`config.mk`:
```
export PLATFORM = sky130hd
export DESIGN_NAME = seq_pattern_gen
export DESIGN_NICKNAME = d
export VERILOG_FILES = /design/src/rtl/seq_pkg.sv /design/src/rtl/seq_piso_shreg.sv /design/src/rtl/seq_pattern_gen.sv
export SDC_FILE = /design/constraint.sdc
export NUM_CORES = 1
export LEC_CHECK = 0
export ABC_AREA = 1
export BUFFER_PORTS_ARGS = -buffer_cell sky130_fd_sc_hd__buf_2
export CAP_MARGIN = 10
export CORE_MARGIN = 3
export CORE_UTILIZATION = 55
export DETAILED_ROUTE_END_ITERATION = 10
export HOLD_SLACK_MARGIN = 0.15
export PLACE_DENSITY = 0.78
export REMOVE_ABC_BUFFERS = 1
export SYNTH_ARGS = -nofsm -noshare
export SYNTH_HDL_FRONTEND = slang
export SYNTH_SLANG_ARGS = --single-unit
```
`constraint.sdc`:
```
create_clock -name clk -period 1.7 [get_ports clk]
set_clock_uncertainty 0.1 [all_clocks]
set_input_delay 0.17 -clock clk [delete_from_list [all_inputs] [get_ports clk]]
set_output_delay 0.17 -clock clk [all_outputs]
set_load 0.02 [all_outputs]
```
`src/rtl/seq_pkg.sv`:
```
// Shared types and constants for the serial pattern generator
// and the sequence-detector benches that consume its stream.
// Optional feature macro: SEQ_GAP_EN (adds the inter-repetition GAP state).
package seq_pkg;

    localparam int SEQ_PAT_W = 4;
    localparam int SEQ_CNT_W = 8;

    // Default pattern, also used by the detector benches.
    localparam logic [3:0] SEQ_DEF_PAT = 4'b1010;

`ifdef SEQ_GAP_EN
    typedef enum logic [1:0] {
        IDLE  = 2'd0,
        SHIFT = 2'd1,
        GAP   = 2'd2,
        FIN   = 2'd3
    } seq_state_e;
`else
    typedef enum logic [1:0] {
        IDLE  = 2'd0,
        SHIFT = 2'd1,
        FIN   = 2'd3
    } seq_state_e;
`endif

endpackage

```
`src/rtl/seq_piso_shreg.sv`:
```
// Parallel-load, MSB-first shift register holding the pattern and a
// bit index. Ports: clk_i, reset_i (sync, active-high), load_i (latch
// data_i, index to MSB), adv_i (step index, wraps at 0), data_i,
// nxt_bit_o (bit selected after the next step), last_o (index is 0).
module seq_piso_shreg
    import seq_pkg::*;
#(
    parameter int PAT_W = SEQ_PAT_W
) (
    input  logic             clk_i,
    input  logic             reset_i,
    input  logic             load_i,
    input  logic             adv_i,
    input  logic [PAT_W-1:0] data_i,
    output logic             nxt_bit_o,
    output logic             last_o
);

    localparam int IW = (PAT_W > 1) ? $clog2(PAT_W) : 1;
    localparam logic [IW-1:0] TOP = IW'(PAT_W - 1);

    logic [PAT_W-1:0] pat_q;
    logic [IW-1:0]    idx_q;
    logic [IW-1:0]    nxt_idx;

    assign last_o    = (idx_q == '0);
    // Wrapping here gives the back-to-back stream between repetitions.
    assign nxt_idx   = last_o ? TOP : idx_q - IW'(1);
    assign nxt_bit_o = pat_q[nxt_idx];

    always_ff @(posedge clk_i) begin
        if (reset_i) begin
            pat_q <= '0;
            idx_q <= '0;
        end else if (load_i) begin
            pat_q <= data_i;
            idx_q <= TOP;
        end else if (adv_i) begin
            idx_q <= nxt_idx;
        end
    end

endmodule

```
`src/rtl/seq_pattern_gen.sv`:
```
// Serial pattern transmitter: sends pattern_in MSB-first repeat_cnt times.
// Ports: clk, reset (sync, active-high), start, pattern_in, repeat_cnt
// in; dout, dout_valid, busy, done (one-cycle pulse) out, all registered.
// Macro SEQ_GAP_EN inserts GAP_LEN idle cycles between repetitions.
module seq_pattern_gen
    import seq_pkg::*;
#(
    parameter int PAT_W   = SEQ_PAT_W,
    parameter int CNT_W   = SEQ_CNT_W,
    parameter int GAP_LEN = 2
) (
    input  logic             clk,
    input  logic             reset,
    input  logic             start,
    input  logic [PAT_W-1:0] pattern_in,
    input  logic [CNT_W-1:0] repeat_cnt,
    output logic             dout,
    output logic             dout_valid,
    output logic             busy,
    output logic             done
);

    if (PAT_W < 2 || CNT_W < 1 || GAP_LEN < 1) begin : g_bad_cfg
        $error("seq_pattern_gen: unsupported parameter set");
    end

    seq_state_e       state_q, state_d;
    logic [CNT_W-1:0] rep_q, rep_d;
    logic             dout_q, dout_d;
    logic             valid_q, valid_d;
    logic             busy_q, busy_d;
    logic             done_q, done_d;
    logic             ld, adv, nxt_bit, last;

`ifdef SEQ_GAP_EN
    localparam int GW = (GAP_LEN > 1) ? $clog2(GAP_LEN) : 1;
    logic [GW-1:0] gap_q, gap_d;
`endif

    seq_piso_shreg #(.PAT_W(PAT_W)) u_shreg (
        .clk_i     (clk),
        .reset_i   (reset),
        .load_i    (ld),
        .adv_i     (adv),
        .data_i    (pattern_in),
        .nxt_bit_o (nxt_bit),
        .last_o    (last)
    );

    always_comb begin
        state_d = state_q;
        rep_d   = rep_q;
        dout_d  = 1'b0;
        valid_d = 1'b0;
        busy_d  = busy_q;
        done_d  = 1'b0;
        ld      = 1'b0;
        adv     = 1'b0;
`ifdef SEQ_GAP_EN
        gap_d   = gap_q;
`endif
        unique case (state_q)
            IDLE: begin
                busy_d = 1'b0;
                if (start) begin
                    busy_d = 1'b1;
                    if (repeat_cnt != '0) begin
                        ld      = 1'b1;
                        rep_d   = repeat_cnt;
                        dout_d  = pattern_in[PAT_W-1];
                        valid_d = 1'b1;
                        state_d = SHIFT;
                    end else begin
                        state_d = FIN;
                    end
                end
            end
            SHIFT: begin
                if (!last) begin
                    adv     = 1'b1;
                    dout_d  = nxt_bit;
                    valid_d = 1'b1;
                end else begin
                    rep_d = rep_q - CNT_W'(1);
                    if (rep_q == CNT_W'(1)) begin
                        state_d = FIN;
                        busy_d  = 1'b0;
                        done_d  = 1'b1;
                    end else begin
`ifdef SEQ_GAP_EN
                        // Index stays at 0 so leaving GAP wraps to MSB.
                        state_d = GAP;
                        gap_d   = GW'(GAP_LEN - 1);
`else
                        adv     = 1'b1;
                        dout_d  = nxt_bit;
                        valid_d = 1'b1;
`endif
                    end
                end
            end
`ifdef SEQ_GAP_EN
            GAP: begin
                if (gap_q == '0) begin
                    state_d = SHIFT;
                    adv     = 1'b1;
                    dout_d  = nxt_bit;
                    valid_d = 1'b1;
                end else begin
                    gap_d = gap_q - GW'(1);
                end
            end
`endif
            FIN: begin
                // Empty runs reach FIN with busy still high; the
                // done pulse is emitted here before returning to IDLE.
                busy_d = 1'b0;
                if (done_q) begin
                    state_d = IDLE;
                end else begin
                    done_d = 1'b1;
                end
            end
            default: state_d = IDLE;
        endcase
    end

    always_ff @(posedge clk) begin
        if (reset) begin
            state_q <= IDLE;
            rep_q   <= '0;
            dout_q  <= 1'b0;
            valid_q <= 1'b0;
            busy_q  <= 1'b0;
            done_q  <= 1'b0;
`ifdef SEQ_GAP_EN
            gap_q   <= '0;
`endif
        end else begin
            state_q <= state_d;
            rep_q   <= rep_d;
            dout_q  <= dout_d;
            valid_q <= valid_d;
            busy_q  <= busy_d;
            done_q  <= done_d;
`ifdef SEQ_GAP_EN
            gap_q   <= gap_d;
`endif
        end
    end

    assign dout       = dout_q;
    assign dout_valid = valid_q;
    assign busy       = busy_q;
    assign done       = done_q;

endmodule

```
=== After elaboration in Yosys (flattened, before gate mapping) ===
Index checks and enable logic that the tools add are counted.

* Register bits: 20
* Bits in latches: 0
* Bits in writable memories: 0
* Bits in read-only memories: 0
* Input port bits: 15
* Logic and storage cells: 63
* Memories kept: 0

* Add/subtract/negate cells: 2
* $mul: 0
* Divide/modulo/power cells: 0
* Order comparisons: 1
* Equal/unequal tests: 8
* Shift operators: 0
* Muxes and demuxes: 35
* Bitwise logic cells: 0
* Reductions and logical operators: 9

{| class="wikitable"
|+ Operators with widths
! cell !! number
|-
| 2-to-1 mux 8 bit || 3
|-
| 2-to-1 mux 1 bit || 17
|-
| 2-to-1 mux 2 bit || 8
|-
| case mux 8 bit (2 select lines) || 1
|-
| inequality test 2 bit (second input constant) || 5
|-
| equality test 8 x 1 -> 1 bit (second input constant) || 1
|-
| AND reduction 4 bit || 2
|-
| nonzero test 8 bit || 1
|-
| subtractor 8 x 1 -> 8 bit (second input constant) || 1
|-
| case mux 1 bit (2 select lines) || 3
|-
| case mux 2 bit (3 select lines) || 1
|-
| logical NOT 2 bit || 2
|-
| nonzero test 2 bit || 2
|-
| less-than comparator 2 x 3 -> 1 bit (second input constant) || 1
|-
| case mux 1 bit (3 select lines) || 1
|-
| AND reduction 3 bit || 1
|-
| nonzero test 3 bit || 1
|-
| binary-select mux 1 bit (select 2 bit) || 1
|-
| equality test 2 x 1 -> 1 bit (second input constant) || 1
|-
| equality test 2 bit (second input constant) || 1
|-
| subtractor 2 x 1 -> 2 bit (second input constant) || 1
|}

=== Depth between registers and ports, before layout ===
Gate-level depths: netlist of run 1.

* Word-level depth: 7
* Mapped depth: 10

=== Hierarchy ===
From an unflattened synthesis of run 1, not the netlist that was laid out.

* Cells, all modules: 179
* Area, all modules: 1,156.1 um^2

{| class="wikitable"
|+ By module, submodules not included
! module !! instances !! cells an instance !! area each (um^2) !! sequential area each (um^2)
|-
| seq_pattern_gen || 1 || 137 || 870.8 || 280.3
|-
| seq_piso_shreg || 1 || 42 || 285.3 || 120.1
|}

=== Worst setup path after synthesis of run 1 ===
Ideal clock, no wire load.

* Path type: reg-to-reg
* Start: register rep_q[1]
* End: register state_q[0]
* Arrival time: 1,159 ps
* Data required time: 1,529 ps
* Slack: 370 ps
* Stages on the path, launching flop included: 9
* Path buffers: 0
* Period minus slack after synthesis: 1,330 ps
* Cell sequence: dfxtp_1 -> inv_1 -> ha_1 -> nand3_1 -> nor2_1 -> nand3_1 -> nand2_2 -> nand3_1 -> a21oi_1

* Cells in the longest elaborated chain, start to end: 3

{| class="wikitable"
|+ Ends and longest elaborated chain
! element !! line !! source
|-
| from (decl) || seq_pattern_gen.sv:28 || <nowiki>logic [CNT_W-1:0] rep_q, rep_d;</nowiki>
|-
| from (signal assigned) || seq_pattern_gen.sv:141 || <nowiki>rep_q <= rep_d;</nowiki>
|-
| equality test 8 x 1 -> 1 bit || seq_pattern_gen.sv:85 || <nowiki>if (rep_q == CNT_W'(1)) begin</nowiki>
|-
| inequality test 2 bit (no line) || - ||
|-
| AND reduction 4 bit (no line) || - ||
|-
| to (signal assigned) || seq_pattern_gen.sv:140 || <nowiki>state_q <= state_d;</nowiki>
|-
| to (decl) || seq_pattern_gen.sv:27 || <nowiki>seq_state_e state_q, state_d;</nowiki>
|}

No other way between the ends.
A chain may end at the register's enable or synchronous reset.

=== Worst setup path in the final report of run 1 ===
* Start: input port repeat_cnt[4]
* End: register rep_q[1]

* Cells in the longest elaborated chain, start to end: 3

{| class="wikitable"
|+ Ends and longest elaborated chain
! element !! line !! source
|-
| from (decl) || seq_pattern_gen.sv:16 || <nowiki>input logic [CNT_W-1:0] repeat_cnt,</nowiki>
|-
| nonzero test 8 bit || seq_pattern_gen.sv:67 || <nowiki>if (repeat_cnt != '0) begin</nowiki>
|-
| inequality test 2 bit (no line) || - ||
|-
| AND reduction 4 bit (no line) || - ||
|}

No other way between the ends.

==> flow_metrics.env, run 1 <==
export IMPL_clk_root_buffer_cell="clkbuf_4"
export IMPL_worstRegToRegCells=7
export IMPL_finalHoldViolations=0
export IMPL_dieArea_sq_um=2727
export IMPL_numCtsBuffers=3
export IMPL_max_slew_worst_pin_slew_ns=0.6048
export IMPL_ioPinCount=19
export IMPL_post_synth_most_frequent_cells="51 x nand2_1, 20 x dfxtp_1, 19 x nor2_1, 18 x inv_1, 17 x nand3_1"
export IMPL_timing_slew_headroom_pct=59.37
export IMPL_standard_cell_core_area_sq_um=2002
export IMPL_starting_density_pct=58.69
export IMPL_postSynthAreaPerCell_sq_um=6.600
export IMPL_ff2ff_setup_slack_ns=0.13
export IMPL_power_per_cell_area_nw_per_um2=1225
export IMPL_setup_worst_path_start="repeat_cnt[4]"
export IMPL_n_fill_cell=180
export IMPL_clk_latency_ns=0.30
export IMPL_maxCapViolCount=0
export IMPL_crit_start_category="primary input"
export IMPL_cpLargestDelayFamily="buffers and inverters"
export IMPL_detail_route_first_pass_iterations=4
export IMPL_crit_type="primary input to flop"
export IMPL_place_inst=222
export IMPL_drt_total_wl_um=2807
export IMPL_number_of_core_rows=16
export IMPL_cts_root_to_sink_buffers=2
export IMPL_setup_tns_final_ns=0
export IMPL_area_growth_syn_to_fin_pct=22.05
export IMPL_critical_path_required_ns=1.82
export IMPL_layout_drive_gt1_share_pct=20.57
export IMPL_ys_seq_area_share_pct=34.08
export IMPL_timing_fmax_mhz=629.7
export IMPL_whs_endpoint="rep_q[6]"
export IMPL_seq_area_sq_um=400.4
export IMPL_hpwl_um=1987
export IMPL_setup_violations=0
export IMPL_port_buffers=18
export IMPL_synth_largest_area_cell="dfxtp_1"
export IMPL_critPathArrivalTime_ns=1.71
export IMPL_post_synth_num_cell_types=23
export IMPL_post_route_period_util_pct=93.42
export IMPL_post_synth_top_count_cell="nand2_1"
export IMPL_synthCells=178
export IMPL_initialDrtViolationCount=52
export IMPL_worst_setup_path_end_kind="flop"
export IMPL_design_final_nets=229
export IMPL_die_height_um=52.22
export IMPL_rsz0062_at_grt="false"
export IMPL_synthArstFlopShare_pct=0
export IMPL_post_drt_via_cell_ratio=5.309
export IMPL_power_leakage_nw=0.6880
export IMPL_globalRouteTotalUtil_pct=23.69
export IMPL_synth_largest_type_area_fraction_pct=34.08
export IMPL_antenna_violating_nets_post_route=0
export IMPL_drc=0
export IMPL_slowest_stage="dlygate4sd3_1"
export IMPL_detailroute_via_count=1253
export IMPL_worst_hold_path_type="primary input to flop"
export IMPL_ys_seq_elements=20
export IMPL_power_ir_vdd_worst_mv=0.7470
export IMPL_timing_max_transition_violations_final=0
export IMPL_synth_area_leaders="dfxtp_1 34%, nand2_1 16%, nand3_1 7.2%"
export IMPL_cts_sinks=20
export IMPL_tritoncts_clock_tree="done"
export IMPL_yosys_warnings=0
export IMPL_rr_startpoint="state_q[0]"
export IMPL_worst_path_largest_cell_delay_ns=0.55
export IMPL_critical_path_depth=9
export IMPL_timing_critical_path_cells="dlygate4sd3_1 -> buf_2 -> nor2_1 -> nand2_1 -> nor2_4 -> nand2_2 -> nand2_4 -> o21ai_0 -> a21oi_1"
export IMPL_min_delay_start="repeat_cnt[6]"
export IMPL_drt_wirelength_per_cell_um=11.89
export IMPL_netlist_area_sq_um=1175
export IMPL_crit_fanout=8
export IMPL_synth_flop_cell="dfxtp_1"
export IMPL_antenna_found_initial=0
export IMPL_cts_h_tree_lvls=1
export IMPL_synth_enable_flop_cells=0
export IMPL_number_of_global_route_vias_before_repair=1173
export IMPL_multi_input_comb_area_sq_um=685.7
export IMPL_regToRegEndpoint="rep_q[1]"
export IMPL_min_delay_path_depth=4
export IMPL_timing_critical_path_buf_inv=2
export IMPL_post_route_min_period_ns=1.588
export IMPL_grt_first_pass_wirelength_um=4899
export IMPL_finalNonFillerCells=236
export IMPL_run_status="finished, final reports clean"
export IMPL_number_of_diodes_added_for_antenna_fixing=0
export IMPL_die_width_um=52.22
export IMPL_clkSlewWorstSetupHoldPaths_ns=0.11
export IMPL_grt_overflow=0
export IMPL_grt_max_degree=15
export IMPL_gp_congestion=0.9095
## sequential cells by signal, indices dropped and copies added (netlist names)
register,flops
u_shreg.pat_q,4
u_shreg.idx_q,2
dout,1
done,1
busy,1
state_q,2
rep_q,8
dout_valid,1
## worst min-delay path, delay by kind of cell
family	cells	cell delay, ns
buffers and inverters	1	0.09
and+or+nand+nor	2	0.17
AOI/OAI and AO/OA	1	0.11
## cell usage in the layout (no fill, tap or decap), drive strengths merged
| master | count |
|---|---|
| nand2 | 54 |
| inv | 23 |
| nor2 | 22 |
| buf | 21 |
| dfxtp | 20 |
| nand3 | 18 |
| a21oi | 16 |
| o21ai | 13 |
| dlygate4sd3 | 9 |
| nand4 | 4 |
| ha | 3 |
| clkbuf | 3 |
| or2 | 1 |
| nor3 | 1 |
| o22ai | 1 |
## area by class of cell
class / instances / area share (%)
repair buffers: 30 / 14.14
multi-input cells: 133 / 47.82
inverters: 23 / 6.195
flip-flops and latches: 20 / 27.92
clock buffers: 3 / 1.571
well taps: 27 / 2.356
## logic make-up (layout without fill, tap and decap cells)
logic type               Yosys count  in the layout  synth area share [%]
AND/OR/NAND/NOR                  100            100                 39.40
AO/OA/AOI/OAI                     30             30                 14.48
buffers and inverters             25             56                 8.838
adder cells (fa/ha/maj)            3              3                 3.195
flip-flops                        20             20                 34.08
## power by group
| part | switching [mW] | internal (mW) | total (mW) |
|---|---|---|---|
| Clock | 0.131 | 0.0824 | 0.214 |
| Sequential | 0.0804 | 0.573 | 0.653 |
| Combinational | 0.573 | 0.317 | 0.890 |
## layer usage
| metal | track usage [%] | share of wire [%] | routed length [um] | up-vias |
|---|---|---|---|---|
| li1 | - | - | - | 643 |
| met1 | 28.60 | 43 | 1213 | 543 |
| met2 | 39.96 | 46 | 1303 | 57 |
| met3 | 7.123 | 7.2 | 203 | 10 |
| met4 | 7.660 | 3.1 | 87 | 0 |
| met5 | 0 | 0 | 0 | - |
## how the worst max path moves through the flow
stage | endpoint | slack [ns]
finish | rep_q[1] | 0.11
global route | rep_q[6] | 0.004
CTS | rep_q[1] | 0.08
detailed placement | state_q[0] | 0.16
global placement | state_q[0] | 0.18
floorplan | state_q[0] | 0.37
## timing repair
action | in CTS | in global routing
endpoints found under the setup margin | 0 | 8
resized for setup | 0 | 4
hold buffers | 9 | 0
setup buffers | 0 | 2
endpoints found under the hold margin | 15 | 0
## metrics by stage
stage / power [mW] / cell area, sq um / hold WS (ns) / utilization [%] / setup WS, ns
final: 1.757 / 1434 / 0.1700 / 71.63 / 0.1119
after global routing: 1.929 / 1434 / 0.1876 / 71.63 / 0.004239
after CTS: 1.729 / 1404 / 0.1545 / 70.13 / 0.08401
after detailed placement: 1.497 / 1291 / 0.3037 / 64.50 / 0.1593
after global placement: 1.467 / 1291 / 0.2905 / 64.50 / 0.1800
after floorplan: 1.300 / 1160 / 0.1324 / - / 0.3712
(Power assumes the default switching activity.)
==> run 2, diff against run 1 <==
CORE_MARGIN = unset   (was 3)
==> flow_metrics.env, run 2 (synthesis gave the netlist of run 1 again) <==
export IMPL_power_leakage_nw=0.6950
export IMPL_layout_cells_most_common="nand2_1"
export IMPL_grt_max_degree=15
export IMPL_layout_drive_gt1_share_pct=18.66
export IMPL_finalHoldViolations=0
export IMPL_swShare_pct=41.60
export IMPL_antenna_found_initial=0
export IMPL_crit_start_category="flop"
export IMPL_critPathArrivalTime_ns=1.73
export IMPL_design_final_nets=228
export IMPL_dieArea_sq_um=2325
export IMPL_grt_overflow=0
export IMPL_cts_h_tree_lvls=1
export IMPL_crit_type="flop to flop"
export IMPL_final_core_utilization_pct=73.36
export IMPL_worst_setup_path_end_kind="flop"
export IMPL_drt_wirelength_per_cell_um=11.61
export IMPL_power_per_cell_area_nw_per_um2=1321
export IMPL_maxCapViolCount=0
export IMPL_postPlaceCellArea_sq_um=1284
export IMPL_post_route_min_period_ns=1.581
export IMPL_total_power_mw=1.921
export IMPL_postLayoutCellArea_sq_um=1454
export IMPL_power_ir_vdd_worst_mv=0.7983
export IMPL_p_sw_uw=799.0
export IMPL_cts_sinks=20
export IMPL_ioPinCount=19
export IMPL_power_share_sequential_pct=33.9
export IMPL_number_of_diodes_added_for_antenna_fixing=0
export IMPL_max_slew_worst_pin_slew_ns=0.5428
export IMPL_timing_fmax_mhz=632.3
export IMPL_globalRouteTotalUtil_pct=25.90
export IMPL_gp_congestion=0.8703
export IMPL_die_width_um=48.22
export IMPL_grt_first_pass_wirelength_um=4146
export IMPL_die_height_um=48.22
export IMPL_antenna_violating_nets_post_route=0
export IMPL_largest_register_ffs=8
export IMPL_tritoncts_clock_tree="done"
export IMPL_min_delay_start="repeat_cnt[6]"
export IMPL_post_cts_setup_buffer_count=0
export IMPL_drt_total_wl_um=2739
export IMPL_number_of_global_route_vias_before_repair=997
export IMPL_max_flop_register="rep_q"
export IMPL_port_buffers=18
export IMPL_crit_fanout=7
export IMPL_rr_startpoint="u_shreg.idx_q[0]"
export IMPL_detail_route_first_pass_iterations=4
export IMPL_post_route_period_util_pct=93.02
export IMPL_hpwl_um=1849
export IMPL_standard_cell_core_area_sq_um=1982
export IMPL_most_common_layout_cells="50 x nand2_1, 20 x dfxtp_1, 19 x nor2_1, 18 x inv_1, 18 x buf_2"
export IMPL_drc=0
export IMPL_finalHoldWorstSlack_ns=0.1538
export IMPL_run_status="finished, final reports clean"
export IMPL_internal_power_mw=1.122
export IMPL_n_fill_cell=170
export IMPL_comb_power_share_pct=45.5
export IMPL_detailroute_via_count=1243
export IMPL_initialDrtViolationCount=40
export IMPL_critical_path_required_ns=1.85
export IMPL_timing_slew_headroom_pct=63.54
export IMPL_timing_max_transition_violations_final=0
export IMPL_worst_hold_path_type="primary input to flop"
export IMPL_clock_power_share_pct=20.6
export IMPL_number_of_core_rows=16
export IMPL_cts_root_to_sink_buffers=2
export IMPL_rsz0062_at_grt="false"
export IMPL_setup_worst_path_start="u_shreg.idx_q[0]"
export IMPL_reg_largest_list="rep_q x8, u_shreg.pat_q x4"
export IMPL_clkSlewWorstSetupHoldPaths_ns=0.12
export IMPL_setup_violations=0
export IMPL_setup_tns_final_ns=0
export IMPL_clk_root_buffer_cell="clkbuf_4"
export IMPL_post_drt_via_cell_ratio=5.267
export IMPL_area_growth_syn_to_fin_pct=23.75
export IMPL_clk_latency_ns=0.30
export IMPL_starting_density_pct=59.28
export IMPL_numCtsBuffers=3
run 2: changes by cell type in the layout (fill, tap and decap cells not counted):
cell and change:
dlygate4sd3_1 +2, bufinv_16 +1, nor2_2 -1, nor2_1 +1
nand3_1 +1, buf_4 -3, nand3_2 -1
run 2: power by group through the flow:
stage	combinational, mW	sequential [mW]	clock (mW)
after floorplan	0.638	0.662	0
after global placement	0.816	0.654	0
after detailed placement	0.830	0.661	0
after CTS	0.857	0.650	0.401
after global routing	0.993	0.664	0.417
final	0.873	0.651	0.396
run 2: timing repair:
action,in CTS,in global routing
hold endpoints to repair,16,0
setup endpoints to repair,0,6
resized for setup,0,2
hold buffers,11,0
run 2: final cells by class:
cell class | instances | area (sq um) | area share, %
Timing Repair Buffer | 29 | 200.2 | 13.77
Inverter | 23 | 88.84 | 6.110
Clock buffer | 3 | 22.52 | 1.549
Tap cell | 27 | 33.78 | 2.324
Sequential cell | 20 | 400.4 | 27.54
Clock inverter | 1 | 30.03 | 2.065
Multi-Input combinational cell | 133 | 678.2 | 46.64
run 2: worst max-delay path, cell delays in order, from the launching register on:
cell and delay (ns):
dfxtp_1 0.34, inv_1 0.06, ha_1 0.21, nand3_1 0.09, nor2_1 0.15, nand3_1 0.16
nand2_2 0.17, nand3_1 0.10, a21oi_1 0.14
run 2: path summary, 6_finish.rpt:
path | to | cells past startpoint | slack (ns)
max | state_q[0] | 8 | 0.12
min | rep_q[6] | 4 | 0.15
max reg2reg | state_q[0] | 8 | 0.12
min reg2reg | busy | 2 | 0.37
run 2: stage by stage:
| step | worst slack, ns | instances |
|---|---|---|
| 4_1_cts | 0.1200 | 236 |
| 3_5_place_dp | 0.1612 | 221 |
| 5_1_grt | 0.003271 | 236 |
| 3_3_place_gp | 0.1684 | 221 |
| 2_1_floorplan | 0.3712 | 176 |
| 6_report | 0.1186 | 236 |
run 2: layer usage:
layer  share of wire (%)  vias up  GRT usage [%]
li1                    -      639              -
met1                  47      562          35.59
met2                  48       38          41.60
met4                0.77        0          7.778
met5                   0        -              0
met3                 4.6        4          4.074
==> run 3, diff against run 2 <==
ABC_AREA = unset   (was 1)
CAP_MARGIN = unset   (was 10)
==> flow_metrics.env, run 3 <==
export IMPL_crit_type="primary input to flop"
export IMPL_drc=0
export IMPL_post_drt_via_cell_ratio=6.293
export IMPL_ioPinCount=19
export IMPL_die_width_um=48.39
export IMPL_finalHoldViolations=0
export IMPL_power_per_cell_area_nw_per_um2=990.2
export IMPL_clk_latency_ns=0.31
export IMPL_synthArstFlopShare_pct=0
export IMPL_worst_setup_path_end_kind="flop"
export IMPL_timing_slew_headroom_pct=73.29
export IMPL_hpwl_um=2182
export IMPL_antenna_found_initial=0
export IMPL_detailroute_via_count=1290
export IMPL_drt_wirelength_per_cell_um=18.07
export IMPL_most_common_layout_cells="18 x nand2_1, 18 x buf_2, 17 x dfxtp_1, 17 x buf_4, 13 x a21oi_1"
export IMPL_grt_overflow=0
export IMPL_n_fill_cell=148
export IMPL_finalNonFillerCells=205
export IMPL_post_synth_and_or_nand_nor_area_fraction_pct=26.64
export IMPL_setup_tns_final_ns=-0.04898
export IMPL_synth_flop_cell="dfxtp_1"
export IMPL_critical_path_required_ns=1.83
export IMPL_post_synth_mux_area_share_pct=4.545
export IMPL_combinational_family_with_the_most_area_after_synthesis="simple AND/OR/NAND/NOR gates"
export IMPL_starting_density_pct=59.12
export IMPL_ys_seq_elements=20
export IMPL_drt_total_wl_um=3705
export IMPL_ys_seq_area_share_pct=33.83
export IMPL_cts_h_tree_lvls=1
export IMPL_critPathArrivalTime_ns=1.87
export IMPL_setup_violations=1
export IMPL_post_route_period_util_pct=102.9
export IMPL_synth_fa_ha_area_share_pct=3.171
export IMPL_port_buffers=18
export IMPL_numCtsBuffers=3
export IMPL_power_ir_vdd_worst_mv=0.8161
export IMPL_largest_register_ffs=8
export IMPL_post_synth_most_frequent_cells="20 x dfxtp_1, 18 x nand2_1, 13 x a21oi_1, 9 x nor3_1, 8 x inv_1"
export IMPL_gp_congestion=0.9230
export IMPL_synthCells=139
export IMPL_clk_root_buffer_cell="clkbuf_4"
export IMPL_post_route_min_period_ns=1.749
export IMPL_number_of_core_rows=16
export IMPL_grt_max_degree=12
export IMPL_worst_hold_path_type="primary input to flop"
export IMPL_synthesized_area_fraction_occupied_by_ao_oa_aoi_and_oai_cells_pct=24.63
export IMPL_tritoncts_clock_tree="done"
export IMPL_synth_largest_area_cell="dfxtp_1"
export IMPL_detail_route_first_pass_iterations=4
export IMPL_synth_xor_area_share_pct=0
export IMPL_area_growth_syn_to_fin_pct=31.92
export IMPL_total_power_mw=1.546
export IMPL_synth_largest_type_area_fraction_pct=33.83
export IMPL_violations_in_the_final_reports="negative setup slack"
export IMPL_max_slew_worst_pin_slew_ns=0.3976
export IMPL_place_inst=191
export IMPL_run_status="complete, but fails checks"
export IMPL_crit_fanout=10
export IMPL_globalRouteTotalUtil_pct=28.87
export IMPL_clkSlewWorstSetupHoldPaths_ns=0.12
export IMPL_power_leakage_nw=0.6516
export IMPL_cts_root_to_sink_buffers=2
export IMPL_layout_setup_ws_ns=-0.04898
export IMPL_post_synth_num_cell_types=40
export IMPL_die_height_um=48.39
export IMPL_number_of_diodes_added_for_antenna_fixing=0
export IMPL_yosys_warnings=0
export IMPL_synth_enable_flop_cells=0
export IMPL_reg_largest_list="rep_q x8, u_shreg.pat_q x4"
export IMPL_number_of_global_route_vias_before_repair=1183
export IMPL_netlist_area_sq_um=1184
export IMPL_synth_area_leaders="dfxtp_1 34%, nand2_1 5.7%, a21oi_1 5.5%"
export IMPL_post_synth_top_count_cell="dfxtp_1"
export IMPL_dieArea_sq_um=2342
export IMPL_antenna_violating_nets_post_route=0
export IMPL_postSynthAreaPerCell_sq_um=8.515
export IMPL_grt_first_pass_wirelength_um=5237
export IMPL_cts_sinks=20
export IMPL_crit_start_category="primary input"
export IMPL_layout_drive_gt1_share_pct=33.71
export IMPL_design_final_nets=197
export IMPL_timing_max_transition_violations_final=0
export IMPL_timing_fmax_mhz=571.8
export IMPL_standard_cell_core_area_sq_um=2002
export IMPL_maxCapViolCount=0
export IMPL_initialDrtViolationCount=61
export IMPL_rsz0062_at_grt="true"
export IMPL_max_flop_register="rep_q"
-- run 3: layer usage --
layer | global-route usage [%] | up-vias | wire, um
met5 | 0 | - | 0
met4 | 2.941 | 0 | 206
met3 | 8.176 | 23 | 282
met2 | 51.41 | 84 | 1783
met1 | 35.79 | 600 | 1432
li1 | - | 583 | -
-- run 3: power breakdown --
group	internal [mW]	switching, mW	leakage (nW)	total, mW
clock	0.131	0.158	0.0210	0.289
combinational	0.312	0.345	0.465	0.657
sequential	0.533	0.0679	0.166	0.601
-- run 3: cell type report --
cell class,instances,area [sq um],share of cell area [%]
Sequential cell,20,404.1,25.88
Multi-Input combinational cell,102,738.2,47.28
Timing Repair Buffer,44,319.1,20.43
Tap cell,27,33.78,2.163
Inverter,8,30.03,1.923
Clock buffer,4,36.28,2.324
-- run 3: cell families after synthesis --
kind of cell             Yosys count
AND/OR/NAND/NOR                   55
AO/OA/AOI/OAI                     40
flip-flops                        20
buffers and inverters             17
multiplexers                       4
adder cells (fa/ha/maj)            3
-- run 3: path summary, 6_finish.rpt --
check	startpoint	end	slack (ns)	cells past startpoint
setup / recovery	reset	u_shreg.idx_q[0]	-0.05	4
hold reg to reg	u_shreg.pat_q[3]	u_shreg.pat_q[3]	0.41	2
hold / removal	repeat_cnt[1]	rep_q[1]	0.15	5
setup reg to reg	u_shreg.idx_q[0]	dout	0	6
-- run 3: critical path: stages --
cell           delay [ns]
dlygate4sd3_1        0.53
buf_2                0.20
dlygate4sd3_1        0.69
a211oi_2             0.28
-- run 3: timing repair --
action | CTS | global route
endpoints found under the hold margin | 7 | 0
gates resized for setup | 2 | 11
buffers inserted | 0 | 3
cloned | 0 | 0
pin swaps | 0 | 5
setup endpoints to repair | 2 | 7
hold buffers | 7 | 0
-- run 3: metrics by stage --
stage               setup slack, ns  hold WS (ns)  utilization, %  instance area [sq um]
finish                     -0.04898        0.1506           78.00                   1562
global route               -0.07244        0.1631           78.00                   1562
CTS                        -0.01384        0.1553           74.63                   1494
detailed placement        -0.007412        0.3161           69.19                   1385
global placement            0.02682        0.3104           69.19                   1385
floorplan                 -0.004575        0.1324               -                   1129
